**config.mk**
```make
export PLATFORM = sky130hd
export DESIGN_NAME = regfile_write_arbiter
export DESIGN_NICKNAME = d
export VERILOG_FILES = /design/src/rtl/mips_pkg.sv /design/src/rtl/rr_arbiter.sv /design/src/rtl/regfile_write_arbiter.sv
export SDC_FILE = /design/constraint.sdc
export NUM_CORES = 1
export LEC_CHECK = 0
export CAP_MARGIN = 20
export CORE_MARGIN = 8
export CORE_UTILIZATION = 40
export CTS_CLUSTER_SIZE = 20
export DETAILED_ROUTE_END_ITERATION = 7
export GPL_ROUTABILITY_DRIVEN = 0
export PLACE_DENSITY = 0.76
export REMOVE_ABC_BUFFERS = 1
export SLEW_MARGIN = 25
export SYNTH_ARGS = -nofsm -noshare
export SYNTH_HDL_FRONTEND = slang
export SYNTH_HIERARCHICAL = 1
export SYNTH_SLANG_ARGS = --single-unit
```
**constraint.sdc**
```tcl
create_clock -name clk -period 6.7 [get_ports clk]
set_input_delay 1.005 -clock clk [delete_from_list [all_inputs] [get_ports clk]]
set_output_delay 1.005 -clock clk [all_outputs]
set_load 0.03 [all_outputs]
```
**src/rtl/mips_pkg.sv**
```systemverilog
// Shared MIPS datapath constants for the writeback/register-file slice.
package mips_pkg;

   localparam int unsigned REG_ADDR_W = 5;
   localparam int unsigned REG_DATA_W = 32;
   localparam logic [REG_ADDR_W-1:0] REG_ZERO = 5'd0;

   // Writeback source indices on the register-file write arbiter
   localparam int unsigned WB_SRC_ALU    = 0;
   localparam int unsigned WB_SRC_LOAD   = 1;
   localparam int unsigned WB_SRC_MULDIV = 2;

   // Width of requester indices (covers up to 8 requesters)
   localparam int unsigned IDX_W = 3;

   // Round-robin successor of index g among n requesters
   function automatic logic [IDX_W-1:0] rr_next(input logic [IDX_W-1:0] g,
                                                input int unsigned     n);
      logic [IDX_W-1:0] nxt;
      if (32'(g) >= n - 1) nxt = '0;
      else                 nxt = g + 1'b1;
      return nxt;
   endfunction

endpackage

```
**src/rtl/rr_arbiter.sv**
```systemverilog
// Combinational round-robin arbiter: first asserted request at or above ptr,
// wrapping modulo N, gets a one-hot grant plus its encoded index.
module rr_arbiter
   import mips_pkg::*;
#(
   parameter int unsigned N = 3
) (
   input  logic [N-1:0]     req,
   input  logic [IDX_W-1:0] ptr,
   output logic [N-1:0]     gnt,
   output logic [IDX_W-1:0] gnt_idx
);

   int unsigned k;
   logic        found;

   // Scan from the pointer upward with wrap-around, first hit wins
   always_comb begin
      gnt     = '0;
      gnt_idx = '0;
      found   = 1'b0;
      k       = 0;
      for (int unsigned i = 0; i < N; i++) begin
         k = (32'(ptr) + i) % N;
         if (!found && req[k]) begin
            gnt[k]  = 1'b1;
            gnt_idx = IDX_W'(k);
            found   = 1'b1;
         end
      end
   end

endmodule

```
**src/rtl/regfile_write_arbiter.sv**
```systemverilog
// Shares the register file's single write port between NUM_REQ writeback
// sources: round-robin grant, one registered write per clock.
module regfile_write_arbiter
   import mips_pkg::*;
#(
   parameter int unsigned NUM_REQ = 3,
   parameter int unsigned ADDR_W  = REG_ADDR_W,
   parameter int unsigned DATA_W  = REG_DATA_W
) (
   input  logic                      clk,
   input  logic                      reset,
   input  logic [NUM_REQ-1:0]        req_valid,
   input  logic [NUM_REQ*ADDR_W-1:0] req_addr,
   input  logic [NUM_REQ*DATA_W-1:0] req_data,
   output logic [NUM_REQ-1:0]        req_ready,
   input  logic                      hold,
   output logic                      RegWrite,
   output logic [ADDR_W-1:0]         WriteRegister,
   output logic [DATA_W-1:0]         WriteData,
   output logic [2:0]                grant_id
);

   logic [IDX_W-1:0]   ptr;
   logic [NUM_REQ-1:0] gnt;
   logic [IDX_W-1:0]   gnt_idx;
   logic               accept;
   logic [ADDR_W-1:0]  sel_addr;
   logic [DATA_W-1:0]  sel_data;

   rr_arbiter #(.N(NUM_REQ)) u_arb (
      .req     (req_valid),
      .ptr     (ptr),
      .gnt     (gnt),
      .gnt_idx (gnt_idx)
   );

   // Grant is suppressed while held or in reset; acceptance is any grant
   always_comb begin
      req_ready = (reset || hold) ? '0 : gnt;
      accept    = |req_ready;
   end

   // Select the granted requester's address and data slices
   always_comb begin
      sel_addr = '0;
      sel_data = '0;
      for (int unsigned i = 0; i < NUM_REQ; i++) begin
         if (gnt[i]) begin
            sel_addr = req_addr[i*ADDR_W +: ADDR_W];
            sel_data = req_data[i*DATA_W +: DATA_W];
         end
      end
   end

   // Output register and round-robin pointer; writes to $zero are dropped
   always_ff @(posedge clk or posedge reset) begin
      if (reset) begin
         ptr           <= '0;
         RegWrite      <= 1'b0;
         WriteRegister <= '0;
         WriteData     <= '0;
         grant_id      <= '0;
      end else begin
         RegWrite <= accept && (sel_addr != ADDR_W'(REG_ZERO));
         if (accept) begin
            WriteRegister <= sel_addr;
            WriteData     <= sel_data;
            grant_id      <= gnt_idx;
            ptr           <= rr_next(gnt_idx, NUM_REQ);
         end
      end
   end

endmodule

```
==> results.toml <==
[status]
status = "completed"

[logic_synthesis]
async_reset_ff_share_pct = 100
synthCells = 442
yosysSeqAreaShare_pct = 29.2
syn_area_per_cell_um2 = 8.53
synth_edf_count = 0
ys_warn_count = 6
synth_seq_cells = 44
synthFlopType = "dfrtp_1"
syn_area_um2 = 3770
ys_types = 64

[global_route]
grt_overflow = 0
grt_max_degree = 81
grtUsageTotal_pct = 20.7
grt_pass1_vias = 4131
grt_pass1_wl_mm = 21.3
antenna_found_initial = 0

[finish]
n_antenna_cell = 0
drive_above_1_share_pct = 7.19
syn_to_final_growth_pct = 45.4
final_common_cell = "clkdlybuf4s50_1"
final_core_util_pct = 59.7
final_cell_mix = "clkdlybuf4s50_1, nand2_1, dfrtp_1, o31ai_1, a221oi_1"
final_nets = 721
fillers = 804

[route]
postRouteAntennaNets = 0
drc = 0
vias = 3990
firstDrtPassIters = 4
wl_mm = 13.6
drt_iter0_drc = 235
viasPerCell = 5.74
routedWlPerCell_um = 19.6

[sta]
setup_viol = 0
rsz0062_at_grt = "false"
finalCriticalPeriod_ps = 6260
slew_viol_final = 0
fmax_mhz = 160
hold_violations = 0
tightest_slew_ps = 781
fin_crit_sh_pct = 93.5
skew_ps = 4.77
relSlewSlack_pct = 47.9
fin_setup_tns_ps = 0

[die]
io_pins = 161
core-area_um2 = 9200
initial_core_util_pct = 41.0
rows = 35
die_area_um2 = 12800
dieHeight_um = 113
die_x_um = 113

[setup_path]
arrival_ps = 5260
worstSetupStartpointType = "register"
cpMaxStageDelayCell = "clkdlybuf4s50_1"
worstSetupStartpoint = "ptr[1]"
crit_top_cell = "ha_1"
required_ps = 5690
cp_top_family = "simple AND/OR/NAND/NOR gates"
cp_max_fo = 11
max_stage_delay_ps = 660
r2r_setup_slack_ps = 1050
crit_path_end_kind = "output pin"
worstRegToRegCells = 18
path_class = "register to output pin"
rr_endpoint = "WriteData[11]"
worstPathCellList = "ha_1 > xnor2_2 > inv_2 > ha_1 > nand3_1 > a32o_2 > or3_1 > and2_1 > ha_1 > mux2i_1 > o22ai_1 > mux2i_2 > nor4b_4 > a211o_2 > and2_1 > clkdlybuf4s50_1"
path_buf_inv = 2
r2r_start = "ptr[1]"

[flow_run]
maxCapViolCount = 0

[cts]
clk_pin_slew_ps = 90
htree_levels = 2
clk_latency_ps = 290
cts_resized = 0
numCtsBuffers = 5
cts_tree = "built"
postCtsSetupRepairBufs = 0
cts_root_buf = "clkbuf_8"
clock-sinks = 44
cts.path.max_buffers = 2
cts_hold_buffers = 0

[placed_design]
port_buffers = 160
hpwlAfterDp_mm = 10.7

[power]
ir_drop_v = 0.000332
leakage_nw = 2.23
power_density_nw_per_um2 = 582

[worst_hold_path]
hold_depth = 2
min-delay-start = "grant_id[1]"
min_to = "grant_id[1]"
hold_class = "register to register"
-- routing by layer --
metal,part of all wire [%],track usage (%),wire (um)
met5,0,0,0
met4,2.9,7.46,388
met3,8.1,7.88,1110
met2,49,35.8,6720
met1,40,22.5,5380
-- cell type report --
| cell class | instances | area (um2) | share of cell area [%] |
|---|---|---|---|
| clock inverter | 2 | 38.8 | 0.707 |
| inverter | 18 | 68.8 | 1.25 |
| multi-input combinational | 347 | 2410 | 43.9 |
| clock buffer | 6 | 82.6 | 1.51 |
| timing repair buffer | 167 | 1650 | 30.1 |
| sequential | 44 | 1100 | 20.1 |
| tap | 111 | 139 | 2.53 |
-- worst max-delay path by stage --
stage / endpoint / slack (ps) / cells past startpoint
2_1_floorplan: req_ready[2] / -340 / 13
3_3_place_gp: req_ready[0] / 910 / 15
5_1_grt: req_ready[0] / 90 / 16
3_5_place_dp: req_ready[0] / 620 / 15
6_report: req_ready[0] / 440 / 16
4_1_cts: req_ready[0] / 280 / 15
-- cell usage after synthesis (3+ instances only) --
master / instances / area (um2)
nand2_1: 72 / 270
dfrtp_1: 44 / 1100
o31ai_1: 39 / 293
a221oi_1: 32 / 280
nor2_1: 28 / 105
nor2b_1: 23 / 144
ha_1: 21 / 263
inv_1: 17 / 63.8
a21oi_1: 15 / 75.1
buf_2: 14 / 70.1
buf_6: 9 / 101
clkbuf_1: 9 / 33.8
nand3b_1: 7 / 52.6
o21ai_0: 7 / 35.0
or3_1: 6 / 37.5
xnor2_1: 6 / 52.6
a2bb2oi_1: 5 / 43.8
mux2i_1: 5 / 50.1
nand3_1: 5 / 25.0
nor3_1: 5 / 25.0
a21o_1: 4 / 30.0
mux2_2: 4 / 45.0
a211oi_1: 3 / 22.5
a21boi_0: 3 / 22.5
and2_1: 3 / 18.8
o22ai_1: 3 / 18.8
o31a_1: 3 / 26.3
-- worst register-to-register path: stages (launching register included) --
cell     delay (ps)
dfrtp_1         540
ha_1            290
xnor2_2         290
inv_2           150
ha_1            360
nand3_1         140
a32o_2          290
or3_1           340
and2_1          190
ha_1            370
mux2i_1         150
o22ai_1         250
mux2i_2         170
and4_2          220
a211o_1         270
buf_4           290
o31ai_4         290
buf_4           640
o31ai_1         260
-- stage by stage --
step | std cells | hold slack, ps | power (mW) | cell area (um2) | worst slack (ps)
finish | 695 | 479 | 3.19 | 5490 | 438
global route | 695 | 510 | 3.46 | 5490 | 93.0
CTS | 695 | 486 | 3.18 | 5470 | 275
floorplan | 409 | 645 | 2.18 | 3560 | -338
global placement | 687 | 458 | 2.88 | 5350 | 914
detailed placement | 687 | 467 | 2.95 | 5350 | 620
-- kinds of logic after synthesis --
group / Yosys count / share of synthesized area [%]
AOI/OAI and AO/OA: 139 / 28.9
xor gates and xnor gates: 9 / 2.29
and+or+nand+nor: 168 / 22.4
DFF: 44 / 29.2
adders and majority gates: 21 / 6.97
buffers and inverters: 51 / 7.43
muxes: 10 / 2.89
-- report_power, final --
| part | internal (mW) | switching (mW) | total [mW] |
|---|---|---|---|
| clock | 0.122 | 0.0945 | 0.217 |
| sequential | 0.360 | 0.0549 | 0.415 |
| combinational | 1.02 | 1.55 | 2.56 |
| total | 1.50 | 1.70 | 3.19 |
-- flip-flops by register name (all words and copies together) (netlist names) --
name,cells
ptr,3
RegWrite,1
WriteData,32
WriteRegister,5
grant_id,3
Power figures use the tool's default switching activity.
